### config.mk
export PLATFORM = sky130hd
export DESIGN_NAME = mem_port_arbiter
export DESIGN_NICKNAME = d
export VERILOG_FILES = /design/src/rtl/mem_port_arbiter.sv
export SDC_FILE = /design/constraint.sdc
export NUM_CORES = 1
export LEC_CHECK = 0
export ABC_AREA = 1
export CORE_AREA = 5 5 110 164
export DETAILED_ROUTE_END_ITERATION = 10
export DIE_AREA = 0 0 115 169
export DONT_BUFFER_PORTS = 1
export PLACE_DENSITY = 0.69
export SETUP_SLACK_MARGIN = 0.3
export SLEW_MARGIN = 0
export SYNTH_ARGS = -nofsm -noshare
export SYNTH_HDL_FRONTEND = slang
export SYNTH_SLANG_ARGS = --single-unit
### constraint.sdc
create_clock -name clk -period 8.3 [get_ports clk]
set_input_delay 2.49 -clock clk [delete_from_list [all_inputs] [get_ports clk]]
set_output_delay 2.49 -clock clk [all_outputs]
set_load 0.1 [all_outputs]
### src/rtl/mem_port_arbiter.sv
// Arbitrates the instruction-fetch and load/store requesters onto one unified memory port,
// with data priority, a fetch-starvation guard and read-modify-write for sub-word stores.
module mem_port_arbiter #(
  parameter logic [31:0] START_ADDR   = 32'h0100_0000,
  parameter int unsigned MEM_SIZE     = 1048576,
  parameter int unsigned STARVE_LIMIT = 4
) (
  input  logic        clk,
  input  logic        reset,
  input  logic        if_req,
  input  logic [31:0] if_addr,
  output logic        if_gnt,
  output logic        if_rvalid,
  output logic [31:0] if_rdata,
  output logic        if_err,
  input  logic        d_req,
  input  logic        d_we,
  input  logic [1:0]  d_size,
  input  logic [31:0] d_addr,
  input  logic [31:0] d_wdata,
  output logic        d_gnt,
  output logic        d_rvalid,
  output logic [31:0] d_rdata,
  output logic        d_err,
  output logic [31:0] mem_address,
  output logic [31:0] mem_data_in,
  output logic        mem_w_enable,
  input  logic [31:0] mem_data_out
);

  localparam int unsigned CW = ($clog2(STARVE_LIMIT + 1) > 3) ? $clog2(STARVE_LIMIT + 1) : 3;
  localparam logic [CW-1:0] LIMIT     = CW'(STARVE_LIMIT);
  localparam logic [32:0]   LAST_ADDR = {1'b0, START_ADDR} + 33'(MEM_SIZE) - 33'd1;

  typedef enum logic [1:0] {IDLE, ACCESS, MERGE, RESP} state_e;

  state_e        state_q, state_d;
  logic [CW-1:0] starve_q, starve_d;
  logic          own_d_q, own_d_d;
  logic          we_q, we_d;
  logic [1:0]    size_q, size_d;
  logic [15:0]   wdata_q, wdata_d;
  logic          bad_q, bad_d;
  logic          if_gnt_q, if_gnt_d, d_gnt_q, d_gnt_d;
  logic          if_rvalid_q, if_rvalid_d, d_rvalid_q, d_rvalid_d;
  logic          if_err_q, if_err_d, d_err_q, d_err_d;
  logic [31:0]   if_rdata_q, if_rdata_d, d_rdata_q, d_rdata_d;
  logic [31:0]   mem_addr_q, mem_addr_d, mem_wdata_q, mem_wdata_d;
  logic          mem_we_q, mem_we_d;

  logic          data_win;
  logic [31:0]   req_addr;
  logic          addr_ok;
  logic [31:0]   merged;

  assign data_win = d_req && (!if_req || (starve_q < LIMIT));
  assign req_addr = data_win ? d_addr : if_addr;
  // 33-bit compare so an address near 2^32 cannot wrap into the legal window
  assign addr_ok  = ({1'b0, req_addr} >= {1'b0, START_ADDR}) &&
                    (({1'b0, req_addr} + 33'd3) <= LAST_ADDR);
  assign merged   = (size_q == 2'd0) ? {mem_data_out[31:8], wdata_q[7:0]}
                                     : {mem_data_out[31:16], wdata_q[15:0]};

  always_ff @(posedge clk or posedge reset) begin
    if (reset) begin
      state_q     <= IDLE;
      starve_q    <= '0;
      own_d_q     <= 1'b0;
      we_q        <= 1'b0;
      size_q      <= '0;
      wdata_q     <= '0;
      bad_q       <= 1'b0;
      if_gnt_q    <= 1'b0;
      d_gnt_q     <= 1'b0;
      if_rvalid_q <= 1'b0;
      d_rvalid_q  <= 1'b0;
      if_err_q    <= 1'b0;
      d_err_q     <= 1'b0;
      if_rdata_q  <= '0;
      d_rdata_q   <= '0;
      mem_addr_q  <= START_ADDR;
      mem_wdata_q <= '0;
      mem_we_q    <= 1'b0;
    end else begin
      state_q     <= state_d;
      starve_q    <= starve_d;
      own_d_q     <= own_d_d;
      we_q        <= we_d;
      size_q      <= size_d;
      wdata_q     <= wdata_d;
      bad_q       <= bad_d;
      if_gnt_q    <= if_gnt_d;
      d_gnt_q     <= d_gnt_d;
      if_rvalid_q <= if_rvalid_d;
      d_rvalid_q  <= d_rvalid_d;
      if_err_q    <= if_err_d;
      d_err_q     <= d_err_d;
      if_rdata_q  <= if_rdata_d;
      d_rdata_q   <= d_rdata_d;
      mem_addr_q  <= mem_addr_d;
      mem_wdata_q <= mem_wdata_d;
      mem_we_q    <= mem_we_d;
    end
  end

  always_comb begin
    state_d     = state_q;
    starve_d    = starve_q;
    own_d_d     = own_d_q;
    we_d        = we_q;
    size_d      = size_q;
    wdata_d     = wdata_q;
    bad_d       = bad_q;
    if_rdata_d  = if_rdata_q;
    d_rdata_d   = d_rdata_q;
    mem_addr_d  = mem_addr_q;
    mem_wdata_d = mem_wdata_q;
    if_gnt_d    = 1'b0;
    d_gnt_d     = 1'b0;
    if_rvalid_d = 1'b0;
    d_rvalid_d  = 1'b0;
    if_err_d    = 1'b0;
    d_err_d     = 1'b0;
    mem_we_d    = 1'b0;

    unique case (state_q)
      IDLE: begin
        if (!if_req || !data_win) begin
          starve_d = '0;
        end else if (starve_q < LIMIT) begin
          starve_d = starve_q + CW'(1);
        end
        if (if_req || d_req) begin
          state_d    = ACCESS;
          own_d_d    = data_win;
          we_d       = data_win && d_we;
          size_d     = d_size;
          wdata_d    = d_wdata[15:0];
          bad_d      = !addr_ok;
          mem_addr_d = req_addr;
          if_gnt_d   = !data_win;
          d_gnt_d    = data_win;
          if (data_win && d_we && d_size[1] && addr_ok) begin
            mem_we_d    = 1'b1;
            mem_wdata_d = d_wdata;
          end
        end
      end
      ACCESS: begin
        // Illegal requests also pass through here (no memory action) so every
        // non-merging response lands two cycles after arbitration.
        if (!bad_q && we_q && !size_q[1]) begin
          state_d     = MERGE;
          mem_we_d    = 1'b1;
          mem_wdata_d = merged;
        end else begin
          state_d = RESP;
          if (own_d_q) begin
            d_rvalid_d = 1'b1;
            d_err_d    = bad_q;
            d_rdata_d  = (bad_q || we_q) ? '0 : mem_data_out;
          end else begin
            if_rvalid_d = 1'b1;
            if_err_d    = bad_q;
            if_rdata_d  = bad_q ? '0 : mem_data_out;
          end
        end
      end
      MERGE: begin
        state_d    = RESP;
        d_rvalid_d = 1'b1;
        d_rdata_d  = '0;
      end
      RESP: begin
        state_d = IDLE;
      end
      default: begin
        state_d = IDLE;
      end
    endcase
  end

  assign if_gnt       = if_gnt_q;
  assign if_rvalid    = if_rvalid_q;
  assign if_rdata     = if_rdata_q;
  assign if_err       = if_err_q;
  assign d_gnt        = d_gnt_q;
  assign d_rvalid     = d_rvalid_q;
  assign d_rdata      = d_rdata_q;
  assign d_err        = d_err_q;
  assign mem_address  = mem_addr_q;
  assign mem_data_in  = mem_wdata_q;
  assign mem_w_enable = mem_we_q;

endmodule
# Word-level counts from Yosys, hierarchy flattened
# Cells that the tools add are included.
dict set report word_totals {
  out_inout_bits 135
  word_cells 95
  in_bits 135
  reg_bits 161
}
dict set report op_classes {
  n_mux 36
  add_sub_neg 2
  eq_ne 8
  bitwise 2
  n_lt_le_gt_ge 3
  n_reduce_logical 26
}
# cell count
set op_table {}
lappend op_table {{32-bit 2-to-1 mux} 8}
lappend op_table {{32-bit case mux with 2 select lines} 2}
lappend op_table {{32-bit by 2-bit adder with 33-bit output, second input constant} 1}
lappend op_table {{33-bit by 25-bit <= comparator with 1-bit output, second input constant} 1}
lappend op_table {{32-bit by 25-bit >= comparator with 1-bit output, second input constant} 1}
lappend op_table {{1-bit 2-to-1 mux} 19}
lappend op_table {{16-bit 2-to-1 mux} 1}
lappend op_table {{2-bit != test, second input constant} 5}
lappend op_table {{2-bit case mux with 4 select lines} 1}
lappend op_table {{1-bit logical AND} 7}
lappend op_table {{3-bit 2-to-1 mux} 2}
lappend op_table {{3-bit AND reduction} 2}
lappend op_table {{2-bit nonzero test} 3}
lappend op_table {{1-bit logical NOT} 5}
lappend op_table {{2-bit equality test, second input constant} 2}
lappend op_table {{2-bit logical NOT} 2}
lappend op_table {{1-bit logical OR} 4}
lappend op_table {{1-bit case mux with 2 select lines} 2}
lappend op_table {{2-bit AND reduction} 2}
lappend op_table {{4-bit AND reduction} 1}
lappend op_table {{3-bit by 1-bit adder with 3-bit output, second input constant} 1}
lappend op_table {{3-bit < comparator, second input constant} 1}
lappend op_table {{2-bit by 1-bit equality test with 1-bit output, second input constant} 1}
lappend op_table {{2-bit 2-to-1 mux} 1}
lappend op_table {{1-bit inverter} 2}

# Depth between registers and ports, before layout
# Gate-level depths: netlist (run 1).
dict set report logic_depth {
  word_depth 11
  mapped_depth 26
  ltp_nobuf 24
}

# Worst setup path after synthesis (run 1)
# Ideal clock, no wire load.
dict set report synth_timing {
  path_type {input-to-reg}
  start {input d_req}
  end {register mem_wdata_q[0] (netlist: mem_data_in[0])}
  t_required_ns 8.178
  setup_ns 0.122
  t_arrival_ns 4.926
  setup_slack_ns 3.252
  cell_stages 24
  path_cell_list {buf_4 -> nand2_4 -> buf_6 -> nand2_1 -> nand2_1 -> ha_1 -> inv_1 -> nand3_1 -> nor2_2 -> nand2_4 -> nor2_8 -> xor2_1 -> nand2_1 -> nor2_1 -> nand2_1 -> nor2_1 -> nand2_1 -> nand2_1 -> nand3_2 -> nand2_4 -> nand2_4 -> buf_6 -> nand2_1 -> nand2_1}
}
dict set report synth_via {
  elab_chain_len 8
  word_cells_on_any_way 13
}
# element line
set synth_rtl {}
lappend synth_rtl {{start, declared} 16} ;# input logic d_req,
lappend synth_rtl {{1-bit logical AND} 56} ;# assign data_win = d_req && (!if_req || (starve_q < LIMIT));
lappend synth_rtl {{32-bit 2-to-1 mux} 57} ;# assign req_addr = data_win ? d_addr : if_addr;
lappend synth_rtl {{32-bit by 2-bit adder with 33-bit output} 60} ;# (({1'b0, req_addr} + 33'd3) <= LAST_ADDR);
lappend synth_rtl {{33-bit by 25-bit <= comparator with 1-bit output} 60}
lappend synth_rtl {{1-bit logical AND} 59} ;# assign addr_ok = ({1'b0, req_addr} >= {1'b0, START_ADDR}) &&
lappend synth_rtl {{1-bit logical AND} 143} ;# if (data_win && d_we && d_size[1] && addr_ok) begin
lappend synth_rtl {{2-bit != test (no source line)} --}
lappend synth_rtl {{4-bit AND reduction (no source line) *} --}
lappend synth_rtl {{end signal, assigned} 101} ;# mem_wdata_q <= mem_wdata_d;
lappend synth_rtl {{end, declared} 48} ;# logic [31:0] mem_addr_q, mem_addr_d, mem_wdata_q, mem_wdata_d;
# Every way passes the cells marked *; elsewhere a longest branch is shown, timed or not.
# A chain may end at the register's enable or synchronous reset.

# Final worst setup path (run 1)
dict set report layout_timing {
  start {input if_req}
  end {register mem_wdata_q[3] (netlist: mem_data_in[3])}
}
dict set report layout_via {
  elab_chain_len 10
  word_cells_on_any_way 15
}
# element line
set layout_rtl {}
lappend layout_rtl {{start, declared} 10} ;# input logic if_req,
lappend layout_rtl {{1-bit logical NOT} 56}
lappend layout_rtl {{1-bit logical OR} 56}
lappend layout_rtl {{1-bit logical AND} 56}
lappend layout_rtl {{32-bit 2-to-1 mux} 57}
lappend layout_rtl {{32-bit by 2-bit adder with 33-bit output} 60}
lappend layout_rtl {{33-bit by 25-bit <= comparator with 1-bit output} 60}
lappend layout_rtl {{1-bit logical AND} 59}
lappend layout_rtl {{1-bit logical AND} 143}
lappend layout_rtl {{2-bit != test (no source line)} --}
lappend layout_rtl {{4-bit AND reduction (no source line) *} --}
# Marked as above.

==> results of run 1 <==
## flip-flops by register name, indices dropped and copies added (netlist names), 2 cells and up
signal       flops
size_q           2
d_rdata         32
wdata_q         16
mem_address     32
state_q          2
if_rdata        32
starve_q         3
mem_data_in     32
## worst min-delay path: cells and delay by family, from the launching register on
kind	cells	cell delay [ns]
flip-flops	1	0.34
AO/OA/AOI/OAI	1	0.06
AND/OR/NAND/NOR	1	0.05
## metal layers
metal	GRT usage, %	vias to the layer above	wire length, um
li1	-	3871	-
met1	29.40	3681	9346
met2	49.12	322	14040
met3	8.083	53	2362
met4	10.06	2	842
met5	0	-	13
## area by class of cell
cell class | instances | area [um2]
clock buffers | 18 | 429.2
clock inverters | 14 | 193.9
fillers | 1661 | 7066
inverters | 145 | 549.3
multi-input cells | 878 | 3963
flip-flops and latches | 161 | 4030
well taps | 210 | 262.8
repair buffers | 7 | 52.55
## cells in the final DEF, fill, tap and decap left out
master / n
nand2_4: 4
nor4_1: 2
inv_8: 1
clkbuf_16: 17
o21ai_4: 1
clkinv_4: 1
nand3_2: 1
ha_1: 5
dfstp_2: 1
nor2_8: 1
nand3b_1: 17
a31oi_1: 4
o22ai_1: 10
xor2_1: 3
clkinv_8: 1
nor2_4: 1
nand4_1: 20
clkinvlp_4: 2
inv_6: 7
buf_4: 7
nor3_1: 5
o21ai_2: 1
o21ai_0: 124
a21oi_1: 5
clkbuf_1: 1
nor2_2: 8
o21ai_1: 4
bufinv_16: 3
inv_1: 144
dfrtp_1: 160
and2_1: 3
nand2_1: 438
nand3_1: 116
or2_2: 2
mux2i_1: 1
nor2_1: 94
nand2_2: 8
## kinds of logic (layout without fill, tap and decap cells)
kind of cell    after synthesis  count (layout)  share of synthesized area [%]
compound gates              149             149                          8.655
flops                       161             161                          45.70
xor+xnor                      3               3                         0.2980
buf+inv                     206             184                          9.620
mux                           1               1                         0.1135
simple gates                720             720                          34.90
fa+ha+maj                     5               5                         0.7094
## how the worst max path moves through the flow
| stage | startpoint | to | slack [ns] | cells after the start |
|---|---|---|---|---|
| final | if_req | mem_data_in[3] | 2.15 | 23 |
| after global routing | if_req | mem_data_in[12] | 1.60 | 23 |
| after CTS | if_req | mem_data_in[11] | 2.17 | 23 |
| after detailed placement | if_req | mem_data_in[6] | 1.74 | 23 |
| after global placement | if_req | mem_data_in[6] | 1.84 | 23 |
| after floorplan | reset | bad_q | 1.46 | 1 |
## power groups by stage
| stage | registers (mW) | clock network [mW] | logic (mW) |
|---|---|---|---|
| 2_1_floorplan | 2.39 | 0 | 0.713 |
| 3_3_place_gp | 2.46 | 0 | 0.868 |
| 3_5_place_dp | 2.46 | 0 | 0.889 |
| 4_1_cts | 2.45 | 0.856 | 0.893 |
| 5_1_grt | 2.47 | 0.891 | 1.01 |
| 6_report | 2.44 | 0.844 | 0.887 |
## per-stage QoR
stage	cells	setup slack, ns	hold WS (ns)	utilization, %
2_1_floorplan	1245	1.463	0.4479	-
3_3_place_gp	1401	1.843	0.4606	53.53
3_5_place_dp	1401	1.736	0.4679	53.53
4_1_cts	1433	2.170	0.4845	57.30
5_1_grt	1433	1.602	0.5074	57.30
6_report	1433	2.150	0.4836	57.30
==> impl_metrics.py, run 1 <==
metrics = {
    "setup_path": {
        "critPathBufInv": 1,
        "arrival_ns": 6.45,
        "r2r_cells": 23,
        "cp_common_cell": "nand2_1",
        "start_kind": "input port",
        "cp-end-kind": "flip-flop",
        "critPathMaxFanout": 52,
        "reg2reg_from": "starve_q[2]",
        "path_cells": "nand2_2 > nand2_4 > nand2_1 > nand2_1 > ha_1 > inv_1 > nand3_1 > nor2_2 > nand3_1 > nor2_1 > nand2_1 > nand2_1 > nand3_1 > nor2_1 > nand2_1 > nor2_1 > nand2_1 > nand2_1 > nand3_2 > nand2_4 > nand2_4 > nand2_1 > nand2_1",
        "crit_family": "simple AND/OR/NAND/NOR gates",
        "r2r_slack_ns": 3.80,
        "path_class": "input port to flip-flop",
        "cp_slowest_cell": "nand2_2",
        "max_stage_delay_ns": 0.52,
        "r2r_end": "mem_data_in[3]",
        "crit_required_ns": 8.60,
    },
    "synth": {
        "synth_area_um2": 8818,
        "yosysSeqAreaShare_pct": 45.70,
        "yosys_register_bits": 161,
        "synth_area_leader_cell": "dfrtp_1",
        "synthCells": 1245,
        "synth.avg_cell_area_um2": 7.083,
        "synth.most_common_cell": "nand2_1",
        "yosysWarnings": 0,
        "synthTopCellsByCount": "439 x nand2_1, 160 x dfrtp_1, 145 x inv_1",
        "syn_nets": 1385,
        "synth.top_cell.area_share_pct": 45.40,
        "synth_edf_count": 0,
        "async_flop_share_pct": 100.0,
        "synth_cell_type_count": 30,
        "synth_area_leaders": "dfrtp_1 45%, nand2_1 19%, o21ai_0 7.0%",
        "ys.flop_type": "dfrtp_1",
    },
    "floorplan": {
        "die_height_um": 169,
        "core_um2": 16550,
        "rows": 58,
        "die-area_um2": 19440,
        "die_x_um": 115,
        "ios": 270,
        "start_util_pct": 53.30,
    },
    "power_and_ir_drop": {
        "seqPwrFrac_pct": 58.5,
        "power_density_nw_per_um2": 440.0,
        "ir_drop_mv": 0.2478,
        "pwr-share-comb_pct": 21.3,
        "p_sw_mw": 2.449,
        "pwr-share-clk_pct": 20.2,
        "p_leak_nw": 4.920,
        "sw_frac_of_total_pct": 58.70,
        "finalPower_mw": 4.172,
        "p_int_mw": 1.723,
    },
    "cells_and_area": {
        "areaGrowthSynthToFinish_pct": 7.506,
        "final_layout_size_suffix_gt1_share_pct": 5.478,
        "nets": 1350,
        "insertedDiodeCount": 0,
        "design_area_um2": 9480,
    },
    "sta": {
        "final.setup.tns_ns": 0,
        "skew_ns": 0.01066,
        "drv_slew": 0,
        "fmax_ghz": 0.1626,
        "rsz0062_at_grt": "false",
        "max_slew.worst_pin.slew_ns": 1.060,
        "hold_viol": 0,
        "period_needed_ns": 6.150,
        "finalCritPeriodShare_pct": 74.10,
        "setup_viol": 0,
        "relSlewSlack_pct": 29.22,
    },
    "route": {
        "routed_via_density": 5.533,
        "drc": 0,
        "drtIter0Drc": 618,
        "drtAntennaViolNets": 0,
        "vias": 7929,
        "dr.pass1.iters": 5,
        "wl_per_cell_um": 18.57,
        "wl_um": 26610,
    },
    "clock_network": {
        "insertion_delay_ns": 0.42,
        "numCtsBuffers": 17,
        "cts.hold.buffers_added": 0,
        "clk_path_buf_depth": 2,
        "cts_max_level": 4,
        "postCtsSetupBuffers": 0,
        "cts_root_buf": "clkbuf_16",
        "cts.clk_slew.worst_paths_ns": 0.07,
        "cts_tree": "built",
        "ctsResizeCount": 0,
        "clock-sinks": 161,
    },
    "min_path": {
        "hp-start": "wdata_q[10]",
        "hold_class": "flip-flop to flip-flop",
        "hold_end": "wdata_q[10]",
        "hold_depth": 2,
    },
    "global_routing": {
        "grt_first_pass_wirelength_um": 40990,
        "antenna_found_initial": 1,
        "overflow": 0,
        "grt_start_max_net_pins": 102,
        "grt_pass1_vias": 7639,
        "grt_usage_pct": 27.14,
    },
    "run_status": {
        "status": "finished, final reports clean",
    },
    "place": {
        "dp_hpwl_um": 20090,
        "dpl_cell_area_um2": 8857,
        "gp_congestion": 0.9676,
        "portBuffers": 0,
    },
    "job": {
        "max_cap_violations": 0,
    },
}
No activity file was read; power rests on OpenSTA's default activity.
==> run 2: changes to the inputs <==
==> constraint.sdc (replaced) <==
create_clock -name clk -period 6.1 [get_ports clk]
set_input_delay 1.83 -clock clk [delete_from_list [all_inputs] [get_ports clk]]
set_output_delay 1.83 -clock clk [all_outputs]
set_load 0.1 [all_outputs]
==> impl_metrics.py, run 2 (synthesized netlist as in run 1, its figures left out) <==
metrics = {
    "power_and_ir_drop": {
        "seqPwrFrac_pct": 59.7,
        "p_int_mw": 2.243,
        "sw_frac_of_total_pct": 59.75,
        "p_leak_nw": 4.896,
        "ir_drop_mv": 0.2997,
        "pwr-share-clk_pct": 18.7,
        "power_density_nw_per_um2": 590.2,
        "p_sw_mw": 3.330,
        "pwr-share-comb_pct": 21.6,
    },
    "cells_and_area": {
        "mostFrequentLayoutCells": "438 x nand2_1, 160 x dfrtp_1, 144 x inv_1",
        "areaGrowthSynthToFinish_pct": 7.066,
        "nets": 1351,
        "insertedDiodeCount": 0,
        "layout_commonest_cell": "nand2_1",
        "final_layout_size_suffix_gt1_share_pct": 5.637,
    },
    "sta": {
        "period_needed_ns": 5.013,
        "hold_viol": 0,
        "fmax_ghz": 0.1995,
        "final.setup.tns_ns": 0,
        "rsz0062_at_grt": "false",
        "setup_viol": 0,
        "skew_ns": 0.01423,
        "max_slew.worst_pin.slew_ns": 1.096,
        "drv_slew": 0,
        "relSlewSlack_pct": 26.83,
        "fin_ws_ns": 1.087,
        "finalCritPeriodShare_pct": 82.19,
    },
    "global_routing": {
        "grt_pass1_vias": 7743,
        "grt_usage_pct": 26.88,
        "grt_start_max_net_pins": 162,
        "grt_first_pass_wirelength_um": 40710,
        "overflow": 0,
        "antenna_found_initial": 2,
    },
    "clock_network": {
        "insertion_delay_ns": 0.42,
        "cts_root_buf": "clkbuf_16",
        "cts.hold.buffers_added": 0,
        "numCtsBuffers": 17,
        "postCtsSetupBuffers": 0,
        "cts_max_level": 4,
        "clock-sinks": 161,
        "cts_tree": "built",
        "clk_path_buf_depth": 2,
        "ctsResizeCount": 0,
        "cts.clk_slew.worst_paths_ns": 0.07,
    },
    "setup_path": {
        "arrival_ns": 5.31,
        "path_class": "input port to flip-flop",
        "cp-end-kind": "flip-flop",
        "crit_required_ns": 6.39,
        "critPathMaxFanout": 52,
        "start_kind": "input port",
        "r2r_cells": 23,
    },
    "route": {
        "drtAntennaViolNets": 0,
        "wl_per_cell_um": 18.24,
        "drc": 0,
        "wl_um": 26150,
        "routed_via_density": 5.535,
        "drtIter0Drc": 726,
        "dr.pass1.iters": 6,
        "vias": 7937,
    },
    "run_status": {
        "status": "finished, final reports clean",
    },
    "floorplan": {
        "ios": 270,
        "die_x_um": 115,
        "start_util_pct": 53.30,
        "rows": 58,
        "die-area_um2": 19440,
        "die_height_um": 169,
        "core_um2": 16550,
    },
    "place": {
        "gp_congestion": 0.9269,
        "portBuffers": 0,
        "dp_hpwl_um": 19370,
        "pre_cts_ws_ns": 0.6751,
    },
    "min_path": {
        "hold_depth": 2,
        "hold_class": "flip-flop to flip-flop",
    },
    "job": {
        "max_cap_violations": 0,
    },
}
[run 2: cell types whose count changed in the layout (fill, tap and decap cells not counted)]
cell,previous run,this run
bufinv_16,3,0
clkinvlp_4,2,5
clkbuf_8,0,2
inv_6,7,5
inv_8,1,3
buf_12,0,1
clkbuf_1,1,0
clkinv_2,0,1
clkinv_4,1,0
clkinv_8,1,0
[run 2: critical path, cell delays in order]
cell	delay, ns
nand2_2	0.13
nand2_4	0.30
nand2_1	0.19
nand2_1	0.10
ha_1	0.22
inv_1	0.07
nand3_1	0.12
nor2_2	0.27
nand3_1	0.22
nor2_1	0.23
nand3_1	0.10
nand2_1	0.08
nand2_1	0.07
nor2_1	0.13
nand2_1	0.06
nor2_1	0.09
nand2_1	0.06
nand2_1	0.09
nand3_2	0.09
nand2_4	0.30
nand2_4	0.30
nand2_1	0.15
nand2_1	0.07
[run 2: cell type report]
type / count / area (um2)
Fill cell: 1635 / 7104
Sequential cell: 161 / 4030
Multi-Input combinational cell: 878 / 3963
Inverter: 145 / 548.0
Clock buffer: 19 / 452.9
Tap cell: 210 / 262.8
Clock inverter: 13 / 112.6
Timing Repair Buffer: 8 / 72.57
[run 2: metal layers]
metal	routed length, um	global-route usage (%)
met5	27	0
met4	1063	12.36
met1	9249	30.11
met3	2169	6.974
met2	13640	47.13
[run 2: metrics by stage]
| stage | hold slack, ns | utilization, % | instance area [um2] | std cells | power (mW) |
|---|---|---|---|---|---|
| floorplan | 0.4479 | - | 8822 | 1245 | 4.217 |
| detailed placement | 0.4681 | 53.64 | 8876 | 1402 | 4.553 |
| CTS | 0.4842 | 57.06 | 9442 | 1434 | 5.608 |
| global route | 0.5069 | 57.06 | 9442 | 1434 | 5.838 |
| finish | 0.4837 | 57.06 | 9442 | 1434 | 5.573 |
| global placement | 0.4618 | 53.64 | 8876 | 1402 | 4.523 |
[run 2: path summary, 6_finish.rpt]
kind                        startpoint               to  slack, ns
max                             if_req  mem_data_in[19]       1.09
min                         wdata_q[9]       wdata_q[9]       0.48
max reg2reg                starve_q[2]  mem_data_in[19]       2.08
min reg2reg                 wdata_q[9]       wdata_q[9]       0.48
max in group asynchronous        reset   mem_data_in[5]       3.90
min in group asynchronous        reset      d_rdata[22]       1.49
[run 2: power groups by stage]
stage | Clock [mW] | Sequential [mW] | Combinational (mW)
3_3_place_gp | 0 | 3.35 | 1.18
2_1_floorplan | 0 | 3.25 | 0.970
5_1_grt | 1.10 | 3.36 | 1.38
4_1_cts | 1.07 | 3.33 | 1.21
6_report | 1.04 | 3.33 | 1.21
3_5_place_dp | 0 | 3.35 | 1.20
